## config.mk

```make
export PLATFORM = sky130hd
export DESIGN_NAME = rvfifo_fp_cc
export DESIGN_NICKNAME = d
export VERILOG_FILES = /design/src/rtl/fp_stream_pkg.sv /design/src/rtl/fifo_ctrl_cc.sv /design/src/rtl/rvfifo_fp_cc.sv
export SDC_FILE = /design/constraint.sdc
export NUM_CORES = 1
export LEC_CHECK = 0
export BUFFER_PORTS_ARGS = -buffer_cell sky130_fd_sc_hd__clkbuf_2
export CORE_MARGIN = 1
export CORE_UTILIZATION = 50
export DETAILED_ROUTE_END_ITERATION = 10
export GPL_TIMING_DRIVEN = 0
export MAX_ROUTING_LAYER = met4
export PLACE_DENSITY = 0.71
export SLEW_MARGIN = 20
export SYNTH_ARGS = -nofsm -noshare
export SYNTH_HDL_FRONTEND = slang
export SYNTH_SLANG_ARGS = --single-unit
```

## constraint.sdc

```tcl
create_clock -name clk -period 5.46 [get_ports clk]
set_input_delay 1.092 -clock clk [delete_from_list [all_inputs] [get_ports clk]]
set_output_delay 1.092 -clock clk [all_outputs]
set_load 0.02 [all_outputs]
```

## src/rtl/fp_stream_pkg.sv

```systemverilog
// Shared helpers for flattened float streams carried as one {sign, expo, frac} word.
package fp_stream_pkg;

  // Widest word the helpers handle; callers zero-extend into it and truncate back out.
  localparam int FP_MAX_W = 128;

  typedef logic [FP_MAX_W-1:0] fp_word_t;

  // Bit position of the sign field inside a packed word.
  function automatic int SIGN_LSB(input int e, input int f);
    return e + f;
  endfunction

  // Bit position of the exponent field inside a packed word.
  function automatic int EXPO_LSB(input int f);
    return f;
  endfunction

  // Mask of the low n bits of a word.
  function automatic fp_word_t low_mask(input int n);
    return (fp_word_t'(1) << n) - fp_word_t'(1);
  endfunction

  // Packs the three fields into {sign, expo, frac}, right-aligned in an FP_MAX_W word.
  function automatic fp_word_t pack_fp(input int e, input int f, input logic sign,
                                       input logic [63:0] expo, input logic [63:0] frac);
    fp_word_t w;
    w = (fp_word_t'(frac) & low_mask(f))
      | ((fp_word_t'(expo) & low_mask(e)) << EXPO_LSB(f))
      | (fp_word_t'(sign) << SIGN_LSB(e, f));
    return w;
  endfunction

  // Extracts the fraction field, right-aligned.
  function automatic fp_word_t unpack_fp_frac(input int f, input fp_word_t w);
    return w & low_mask(f);
  endfunction

  // Extracts the exponent field, right-aligned.
  function automatic fp_word_t unpack_fp_expo(input int e, input int f, input fp_word_t w);
    return (w >> EXPO_LSB(f)) & low_mask(e);
  endfunction

  // Extracts the sign bit.
  function automatic logic unpack_fp_sign(input int e, input int f, input fp_word_t w);
    return w[SIGN_LSB(e, f)];
  endfunction

endpackage

```

## src/rtl/fifo_ctrl_cc.sv

```systemverilog
// Pointer, occupancy and flag control for a single-clock FWFT FIFO of arbitrary depth.
module fifo_ctrl_cc
  import fp_stream_pkg::*;
#(
  parameter  int depth    = 4,
  parameter  int AFULL_TH = depth - 1,
  localparam int PW       = $clog2(depth),
  localparam int CW       = $clog2(depth + 1)
) (
  input  logic          clk,
  input  logic          reset,
  input  logic          flush,
  input  logic          s_valid,
  input  logic          m_ready,
  output logic          s_ready,
  output logic          m_valid,
  output logic          push,
  output logic [PW-1:0] wr_ptr,
  output logic [PW-1:0] rd_ptr,
  output logic [CW-1:0] count,
  output logic          almost_full
);

  logic [PW-1:0] wr_ptr_q, wr_ptr_d;
  logic [PW-1:0] rd_ptr_q, rd_ptr_d;
  logic [CW-1:0] count_q, count_d;
  logic          pop;

  // Explicit wrap at depth-1 so non-power-of-2 depths index correctly.
  function automatic logic [PW-1:0] wrap_inc(input logic [PW-1:0] p);
    return (p == PW'(depth - 1)) ? '0 : p + 1'b1;
  endfunction

  // Handshake decode; ready ignores m_ready so a full FIFO never accepts in its pop cycle.
  always_comb begin
    s_ready     = (count_q != CW'(depth)) & ~flush & ~reset;
    m_valid     = (count_q != '0);
    push        = s_valid & s_ready;
    pop         = m_valid & m_ready;
    almost_full = (count_q >= CW'(AFULL_TH));
  end

  // Next pointers and occupancy; flush and reset drop any concurrent pop.
  always_comb begin
    wr_ptr_d = wr_ptr_q;
    rd_ptr_d = rd_ptr_q;
    count_d  = count_q;
    if (reset || flush) begin
      wr_ptr_d = '0;
      rd_ptr_d = '0;
      count_d  = '0;
    end else begin
      if (push) wr_ptr_d = wrap_inc(wr_ptr_q);
      if (pop)  rd_ptr_d = wrap_inc(rd_ptr_q);
      case ({push, pop})
        2'b10:   count_d = count_q + 1'b1;
        2'b01:   count_d = count_q - 1'b1;
        default: count_d = count_q;
      endcase
    end
  end

  // Control state registers with synchronous reset.
  always_ff @(posedge clk) begin
    if (reset) begin
      wr_ptr_q <= '0;
      rd_ptr_q <= '0;
      count_q  <= '0;
    end else begin
      wr_ptr_q <= wr_ptr_d;
      rd_ptr_q <= rd_ptr_d;
      count_q  <= count_d;
    end
  end

  assign wr_ptr = wr_ptr_q;
  assign rd_ptr = rd_ptr_q;
  assign count  = count_q;

endmodule

```

## src/rtl/rvfifo_fp_cc.sv

```systemverilog
// Ready/valid FWFT FIFO for a flattened float stream; fields pass through bit-exact.
module rvfifo_fp_cc
  import fp_stream_pkg::*;
#(
  parameter  int depth    = 4,
  parameter  int E        = 8,
  parameter  int F        = 23,
  parameter  int AFULL_TH = depth - 1,
  localparam int CW       = $clog2(depth + 1)
) (
  input  logic          clk,
  input  logic          reset,
  input  logic          flush,
  input  logic [F-1:0]  s_port_data_frac,
  input  logic [E-1:0]  s_port_data_expo,
  input  logic          s_port_data_sign,
  input  logic          s_port_valid,
  output logic          s_port_ready,
  output logic [F-1:0]  m_port_data_frac,
  output logic [E-1:0]  m_port_data_expo,
  output logic          m_port_data_sign,
  output logic          m_port_valid,
  input  logic          m_port_ready,
  output logic [CW-1:0] count,
  output logic          almost_full
);

  localparam int W  = 1 + E + F;
  localparam int PW = $clog2(depth);

  logic [W-1:0]  mem_q [depth];
  logic [W-1:0]  wr_word_d;
  logic [W-1:0]  rd_word;
  logic          push;
  logic [PW-1:0] wr_ptr;
  logic [PW-1:0] rd_ptr;

  fifo_ctrl_cc #(
    .depth    (depth),
    .AFULL_TH (AFULL_TH)
  ) u_ctrl (
    .clk         (clk),
    .reset       (reset),
    .flush       (flush),
    .s_valid     (s_port_valid),
    .m_ready     (m_port_ready),
    .s_ready     (s_port_ready),
    .m_valid     (m_port_valid),
    .push        (push),
    .wr_ptr      (wr_ptr),
    .rd_ptr      (rd_ptr),
    .count       (count),
    .almost_full (almost_full)
  );

  // Pack the incoming fields into one storage word.
  always_comb begin
    wr_word_d = W'(pack_fp(E, F, s_port_data_sign,
                           64'(s_port_data_expo), 64'(s_port_data_frac)));
  end

  // Storage array; contents are left untouched by flush and reset.
  always_ff @(posedge clk) begin
    if (push) mem_q[wr_ptr] <= wr_word_d;
  end

  // Head word is read combinationally so the output falls through.
  always_comb begin
    rd_word          = mem_q[rd_ptr];
    m_port_data_frac = F'(unpack_fp_frac(F, fp_word_t'(rd_word)));
    m_port_data_expo = E'(unpack_fp_expo(E, F, fp_word_t'(rd_word)));
    m_port_data_sign = unpack_fp_sign(E, F, fp_word_t'(rd_word));
  end

endmodule

```

==> reports/results.txt, run 1 <==
status: completed
Yosys Warn Count: 0
port buffer count: 74
fmax: 314 MHz
Slew Viols, Final: 0
# diodes: 0
via count: 2484
number of vias per cell: 5.34
layout cells sized above 1: 47.3%
CTS Root Cell: clkbuf_8
mean area per synthesized cell: 22.8 um2
Initial Utilization: 52.0%
die area: 0.0107 mm2
family with the most delay on the worst path: buffers and inverters
CP arrival: 2.09 ns
Worst-Margin Slew: 0.860 ns
H-tree levels: 4
Clock Path Buffers: 2
cell count after synthesis: 225
Overall Global Routing Usage: 17.9%
CTS Buf Count: 17
Seq/Total Area, Yosys: 78.4%
relative slew slack: 42.7%
die outline height: 103 um
Core Area: 0.00986 mm2
final hold violation count: 0
# clock sinks: 137
Max Cap Violations: 0
Worst Setup Path Type: reg2out
Crit path required time: 4.37 ns
CTS tree: built
WP buf/inv: 2
most frequent cells in the layout: edfxtp_1, clkbuf_2, mux4_2
fin crit period: 3.18 ns
post-CTS setup buffer count: 0
P_leak: 2.18 nW
RSZ-0062 raised after global routing: no
antenna-violating nets left: 0
skew final: 0.0111 ns
vias in the first global route: 2397
# DRC: 0
placed cells: 433
Post-Layout Cell Count: 465
cells along the critical path: buf_1, mux4_2, clkbuf_2
CP max FO: 10
Die W: 103 um
final core utilization: 63.9%
Seq cells post-synth: 137
Yosys cell types: 28
pwr/cell area: 377 mW/mm2
final setup vio count: 0
largest net degree at the start of global routing: 33
IO Pins: 75
DRT Pass-1 Iters: 6
Clock Latency Late Sink: 0.50 ns
CTS resizes: 0
routed length per placed instance: 18.3 um
CP Launch Type: flip-flop
fin crit share: 58.2%
leading cell type in the layout, fill and taps excluded: edfxtp_1
worst stage delay on the critical path: 0.53 ns
gr ovfl total: 0
Area growth syn-to-layout: 22.8%
global-route wire length before repair: 12.9 mm
Reg clk slew, reported paths: 0.06 ns
Post-layout nets: 363
crit end category: output pin
Post-CTS Hold Fix Bufs: 0
CP max-delay cell: buf_1
initial detailed-routing violation count: 79
placer congestion estimate: 0.637
hpwl dp: 5.18 mm
antenna violations before repair: 0
Syn Std Cell Area: 0.00513 mm2
TNS Setup: 0 ns
Net Count, Synth: 269
Hold WC Path Type: reg2reg
Routed Wire Length: 8.50 mm
Peak VDD IR: 0.000217 V
# rows: 36
synthesized netlist by cell type:
| master | instances | area (um2) |
|---|---|---|
| buf_2 | 2 | 10.0 |
| and2_4 | 1 | 8.76 |
| nand2_1 | 2 | 7.51 |
| buf_1 | 3 | 11.3 |
| fa_1 | 1 | 20.0 |
| o31ai_1 | 1 | 7.51 |
| or3b_1 | 1 | 8.76 |
| buf_4 | 3 | 22.5 |
| or3_2 | 2 | 15.0 |
| clkbuf_1 | 1 | 3.75 |
| or3_1 | 1 | 6.26 |
| a21o_2 | 1 | 8.76 |
| a21oi_1 | 3 | 15.0 |
| nand3_1 | 3 | 15.0 |
| and3_2 | 3 | 22.5 |
| dfxtp_1 | 9 | 180 |
| mux4_2 | 32 | 721 |
| o21ai_0 | 2 | 10.0 |
| nor3b_2 | 1 | 12.5 |
| ha_1 | 6 | 75.1 |
| or2_2 | 1 | 6.26 |
| nor2_1 | 5 | 18.8 |
| xor2_1 | 2 | 17.5 |
| and2_2 | 1 | 7.51 |
| edfxtp_1 | 128 | 3840 |
| and3_1 | 1 | 6.26 |
| o31ai_2 | 2 | 25.0 |
| inv_1 | 7 | 26.3 |
worst register-to-register path, cell delays in order, from the launching register on:
cell and delay, ns:
dfxtp_1 0.42, or3b_1 0.36, buf_2 0.16, and2_4 0.15, inv_1 0.05, ha_1 0.18
inv_1 0.06, fa_1 0.37, xor2_1 0.15, or3_2 0.40, a21oi_1 0.14
sequential cells by signal, indices dropped and copies added, names as in the netlist, named ones only:
register,flops
mem_q,128
u_ctrl.count,3
u_ctrl.rd_ptr,2
u_ctrl.wr_ptr,2
layout make-up:
cell class	count	area, um2
Fill cell	716	3560
Clock buffer	17	414
Tap cell	133	166
Sequential cell	137	4020
Multi-Input combinational cell	72	1040
Inverter	7	26.3
Timing Repair Buffer	75	398
Buffer	9	47.5
Clock inverter	15	189
worst paths after layout:
kind                                  from                             to  slack [ns]  cells past startpoint
max                              flip-flop            m_port_data_expo[0]        2.28                      3
min          u_ctrl.rd_ptr[0]$_SDFFE_PP0P_  u_ctrl.rd_ptr[0]$_SDFFE_PP0P_        0.51                      2
max reg2reg   u_ctrl.count[2]$_SDFFE_PP0P_   u_ctrl.count[2]$_SDFFE_PP0P_        2.95                     10
min reg2reg  u_ctrl.rd_ptr[0]$_SDFFE_PP0P_  u_ctrl.rd_ptr[0]$_SDFFE_PP0P_        0.51                      2
metal layers:
layer | vias up | wire length (um) | global-route usage [%]
met5 | - | 0 | -
met1 | 1281 | 3770 | 23.1
met3 | 7 | 421 | 5.78
li1 | 1123 | - | -
met4 | 0 | 93 | 5.85
met2 | 73 | 4210 | 27.1
stage by stage:
step                instance area [um2]  hold slack [ns]  total power [W]  setup WS (ns)
floorplan                          5130            0.463          0.00122           2.67
global placement                   5670            0.482          0.00125           2.07
detailed placement                 5700            0.491          0.00126           2.51
CTS                                6300            0.509          0.00240           2.24
global route                       6300            0.541          0.00245           2.15
finish                             6300            0.510          0.00237           2.28
logic make-up after synthesis:
group,synth area share [%]
flip-flops,78.4
multiplexers,14.0
AND/OR/NAND/NOR,2.63
buffers and inverters,1.44
AO/OA/AOI/OAI,1.29
adder cells (fa/ha/maj),1.85
XOR/XNOR,0.341
report_power, final:
group	switching, W	internal [W]	leakage (nW)
Clock	0.000437	0.000704	0.290
Combinational	0.0000420	0.0000280	0.659
Sequential	0.00000329	0.00116	1.23
Total	0.000483	0.00189	2.18
No activity file was read; power rests on OpenSTA's default activity.
==> run 2: changes to the inputs <==
Settings changed: PLACE_DENSITY 0.71 to 0.74.
Clock period 5.46 ns to 2.7 ns, I/O delays scaled along.
==> reports/results.txt, run 2 (synthesized netlist as in run 1, its figures left out) <==
# diodes: 0
CTS tree: built
largest net degree at the start of global routing: 33
Largest register FFs: 128
Max Cap Violations: 0
die outline height: 103 um
CP max FO: 10
number of vias per cell: 5.26
P_leak: 2.20 nW
CTS Root Cell: clkbuf_8
fill cell count: 681
Slew Viols, Final: 0
antenna violations before repair: 0
Reg clk slew, reported paths: 0.06 ns
Largest Register: mem_q
CP Launch Type: flip-flop
layout cells sized above 1: 47.0%
most frequent cells in the layout: edfxtp_1, clkbuf_2, mux4_2
RSZ-0062 raised after global routing: no
Overall Global Routing Usage: 18.4%
Int Pwr: 0.00401 W
placer congestion estimate: 0.677
Hold WC Path Type: in2reg
Core Area: 0.00986 mm2
hold path depth: 1
vias in the first global route: 2574
Initial Utilization: 52.0%
Clock Path Buffers: 2
Die W: 103 um
DRT Pass-1 Iters: 4
antenna-violating nets left: 0
port buffer count: 74
clock network power share: 49.6%
hpwl dp: 5.14 mm
skew final: 0.00948 ns
gr ovfl total: 0
fmax: 387 MHz
register area: 0.00402 mm2
# clock sinks: 137
multi-input gate area in the final layout: 0.00104 mm2
TNS Setup: 0 ns
Routed Wire Length: 8.64 mm
IO Pins: 75
fin crit share: 95.8%
R2R depth: 10
worst reg-to-reg setup slack: 0.19 ns
Clock Latency Late Sink: 0.50 ns
final hold violation count: 0
dpl ws: 0.202 ns
final core utilization: 64.2%
leading cell type in the layout, fill and taps excluded: edfxtp_1
final setup vio count: 0
routed length per placed instance: 18.6 um
sequential share of power: 47.5%
Area growth syn-to-layout: 23.5%
die area: 0.0107 mm2
worst hold endpoint: mem_q[2][10]$_DFFE_PP_
Crit Reg-Reg Startpoint: u_ctrl.count[2]$_SDFFE_PP0P_
Post-layout nets: 363
CP arrival: 2.05 ns
hold_sp: s_port_data_frac[10]
reg2reg end: u_ctrl.count[2]$_SDFFE_PP0P_
status: completed
sw frac: 19.0%
CTS Buf Count: 17
via count: 2446
relative slew slack: 42.6%
Worst Setup Path Type: reg2out
# DRC: 0
power share of the combinational group: 2.8%
fin crit period: 2.59 ns
crit end category: output pin
final hold slack: 0.250 ns
# rows: 36
post-CTS setup buffer count: 0
Psw: 0.000941 W
initial detailed-routing violation count: 83
Peak VDD IR: 0.000484 V
global-route wire length before repair: 13.0 mm
Crit path required time: 2.16 ns
pwr/cell area: 781 mW/mm2
Worst-Margin Slew: 0.862 ns
H-tree levels: 4
Final WS setup: 0.114 ns
[run 2: cell count changes in the layout (fill, tap and decap cells not counted), sizes merged]
cell / delta
clkinvlp: -1
buf: -1
inv: -1
bufinv: +2
clkinv: -2
clkbuf: +3
[run 2: power by group through the flow]
stage | combinational (W) | clock (W) | sequential [W]
2_1_floorplan | 0.0000694 | 0 | 0.00240
3_3_place_gp | 0.000136 | 0 | 0.00240
3_5_place_dp | 0.000142 | 0 | 0.00240
4_1_cts | 0.000143 | 0.00250 | 0.00235
5_1_grt | 0.000155 | 0.00258 | 0.00235
6_report | 0.000140 | 0.00246 | 0.00235
[run 2: how the worst max path moves through the flow]
stage	from	end	slack, ns	depth (start not counted)
6_report	flip-flop	m_port_data_frac[14]	0.11	3
5_1_grt	flip-flop	m_port_data_frac[14]	0.01	3
4_1_cts	flip-flop	m_port_data_frac[14]	0.01	3
3_5_place_dp	u_ctrl.count[2]$_SDFFE_PP0P_	u_ctrl.count[2]$_SDFFE_PP0P_	0.20	10
3_3_place_gp	flush	mem_q[1][24]$_DFFE_PP_	-0.21	3
2_1_floorplan	u_ctrl.count[2]$_SDFFE_PP0P_	u_ctrl.count[2]$_SDFFE_PP0P_	0.20	10
[run 2: cell type report]
| type | instances | area share, % |
|---|---|---|
| Sequential cell | 137 | 63.5 |
| Multi-Input combinational cell | 72 | 16.4 |
| Clock buffer | 19 | 6.65 |
| Timing Repair Buffer | 75 | 6.28 |
| Clock inverter | 13 | 3.40 |
| Tap cell | 133 | 2.63 |
| Buffer | 9 | 0.770 |
| Inverter | 7 | 0.415 |
[run 2: timing repair]
item / CTS / global route
endpoints found under the setup margin: 0 / 5
hold buffers: 0 / 0
endpoints found under the hold margin: 0 / 0
gates resized for setup: 0 / 1
[run 2: critical path, stage by stage, from the launching register on]
cell,delay (ns)
dfxtp_1,0.42
buf_1,0.51
mux4_2,0.44
clkbuf_2,0.18
[run 2: per-stage QoR]
stage | instance area [um2] | total power [W] | instances
2_1_floorplan | 5130 | 0.00247 | 225
3_3_place_gp | 5670 | 0.00253 | 432
3_5_place_dp | 5700 | 0.00254 | 433
4_1_cts | 6330 | 0.00500 | 465
5_1_grt | 6340 | 0.00509 | 465
6_report | 6340 | 0.00495 | 465
[run 2: routing by layer]
metal  routed length (um)  track usage, %  vias up
li1                     -               -     1124
met1                 3600            21.8     1243
met2                 4420            29.3       70
met3                  526            5.38        9
met4                   91            8.45        0
met5                    0               -        -
==> run 3: changes to the inputs <==
--- a/config.mk
+++ b/config.mk
@@ -8,4 +8,6 @@
 export BUFFER_PORTS_ARGS = -buffer_cell sky130_fd_sc_hd__clkbuf_2
+export CELL_PAD_IN_SITES_DETAIL_PLACEMENT = 2
+export CELL_PAD_IN_SITES_GLOBAL_PLACEMENT = 2
 export CORE_MARGIN = 1
-export CORE_UTILIZATION = 50
+export CORE_UTILIZATION = 39
 export DETAILED_ROUTE_END_ITERATION = 10
@@ -13,3 +15,3 @@
 export MAX_ROUTING_LAYER = met4
-export PLACE_DENSITY = 0.74
+export PLACE_DENSITY_LB_ADDON = 0.1
 export SLEW_MARGIN = 20
--- a/constraint.sdc
+++ b/constraint.sdc
@@ -3,2 +3,2 @@
 set_output_delay 0.54 -clock clk [all_outputs]
-set_load 0.02 [all_outputs]
+set_load 0.005 [all_outputs]
==> reports/results.txt, run 3 (synthesized netlist as in run 1, its figures left out) <==
global-route wire length before repair: 16.6 mm
Die W: 117 um
Pwr Total: 0.00484 W
Int Pwr: 0.00393 W
number of vias per cell: 5.03
Psw: 0.000906 W
Worst Setup Path Type: reg2reg
CP Launch Type: flip-flop
Max Cap Violations: 0
Largest register FFs: 128
Core Area: 0.0127 mm2
Post-layout nets: 363
via count: 2530
crit end category: flip-flop
leading cell type in the layout, fill and taps excluded: edfxtp_1
final hold violation count: 0
CTS tree: built
Area growth syn-to-layout: 23.4%
Routed Wire Length: 11.0 mm
met1 WL: 4.85 mm
fill cell count: 1155
Final WS setup: 0.180 ns
hpwl dp: 6.73 mm
Initial Utilization: 40.3%
dpl ws: 0.146 ns
Hold WC Path Type: in2reg
clock network power share: 48.7%
Worst-Margin Slew: 0.935 ns
gr ovfl total: 0
# rows: 41
met3 WL: 378 um
die area: 0.0136 mm2
routed length per placed instance: 22.0 um
CP max-delay cell: or3_2
H-tree levels: 4
placer congestion estimate: 0.666
DRT Pass-1 Iters: 6
IO Pins: 75
antenna violations before repair: 0
final core utilization: 49.8%
fmax: 397 MHz
CP arrival: 2.86 ns
CP max FO: 8
worst stage delay on the critical path: 0.40 ns
RSZ-0062 raised after global routing: no
vias in the first global route: 2841
largest net degree at the start of global routing: 33
final hold slack: 0.348 ns
Crit path required time: 3.04 ns
family with the most delay on the worst path: simple AND/OR/NAND/NOR gates
status: completed
port buffer count: 74
relative slew slack: 37.7%
die outline height: 117 um
WP buf/inv: 3
initial detailed-routing violation count: 188
pwr/cell area: 764 mW/mm2
post-CTS setup buffer count: 0
power share of the combinational group: 2.6%
Reg clk slew, reported paths: 0.06 ns
# clock sinks: 137
antenna-violating nets left: 0
metal2 WL: 5.68 mm
# diodes: 0
# DRC: 0
P_leak: 2.17 nW
most frequent cells in the layout: edfxtp_1, clkbuf_2, mux4_2
fin crit share: 93.3%
fin crit period: 2.52 ns
cells along the critical path: or3b_1, buf_2, and2_4, inv_1, ha_1, inv_1, fa_1, xor2_1, or3_2, a21oi_1
Peak VDD IR: 0.000440 V
Slew Viols, Final: 0
final setup vio count: 0
sequential share of power: 48.7%
Overall Global Routing Usage: 18.5%
CTS Buf Count: 17
layout cells sized above 1: 46.2%
Highest Signal Layer: met4
skew final: 0.00600 ns
Clock Path Buffers: 2
most used cell along the critical path: inv_1
Largest Register: mem_q
Clock Latency Late Sink: 0.41 ns
sw frac: 18.7%
CTS Root Cell: clkbuf_16
-- run 3: path summary, 6_finish.rpt --
kind | from | to | slack (ns) | cells after the start
worst max-delay path | u_ctrl.count[1]$_SDFFE_PP0P_ | u_ctrl.count[2]$_SDFFE_PP0P_ | 0.18 | 10
worst min-delay path | s_port_data_expo[1] | mem_q[2][24]$_DFFE_PP_ | 0.35 | 1
worst max register to register | u_ctrl.count[1]$_SDFFE_PP0P_ | u_ctrl.count[2]$_SDFFE_PP0P_ | 0.18 | 10
worst min register to register | u_ctrl.count[2]$_SDFFE_PP0P_ | u_ctrl.count[2]$_SDFFE_PP0P_ | 0.52 | 2
-- run 3: layer usage --
metal  track usage [%]  vias up
li1                  -     1115
met1              22.8     1346
met2              29.2       59
met4              7.59        0
met5                 -        -
met3              4.72       10
-- run 3: power groups by stage --
stage / combinational [W] / clock [W] / sequential [W]
after global placement: 0.000120 / 0 / 0.00240
final: 0.000127 / 0.00236 / 0.00235
after detailed placement: 0.000130 / 0 / 0.00240
after floorplan: 0.0000496 / 0 / 0.00240
after CTS: 0.000131 / 0.00240 / 0.00235
after global routing: 0.000141 / 0.00247 / 0.00236
-- run 3: area by class of cell --
| type | count | area (um2) | share of cell area [%] |
|---|---|---|---|
| Timing Repair Buffer | 75 | 390 | 6.16 |
| Sequential cell | 137 | 4030 | 63.6 |
| Clock inverter | 10 | 151 | 2.39 |
| Buffer | 9 | 47.5 | 0.751 |
| Clock buffer | 21 | 440 | 6.95 |
| Multi-Input combinational cell | 72 | 1040 | 16.4 |
| Inverter | 7 | 26.3 | 0.415 |
| Tap cell | 172 | 215 | 3.40 |
-- run 3: what timing repair did --
item                       4_1_cts  5_1_grt
setup endpoints to repair        0        1
hold buffers                     0        0
resized for setup                0        2
-- run 3: per-stage QoR --
| step | instances | cell area (um2) | setup TNS (ns) |
|---|---|---|---|
| final | 503 | 6330 | 0 |
| after detailed placement | 472 | 5740 | 0 |
| after floorplan | 225 | 5130 | 0 |
| after global routing | 503 | 6330 | 0 |
| after CTS | 503 | 6330 | 0 |
| after global placement | 471 | 5720 | -9.94 |
-- run 3: worst reg2reg max path, stage by stage (launching register included) --
cell and delay (ns):
dfxtp_1 0.37, or3b_1 0.36, buf_2 0.18, and2_4 0.17, inv_1 0.06, ha_1 0.17
inv_1 0.06, fa_1 0.37, xor2_1 0.16, or3_2 0.40, a21oi_1 0.14
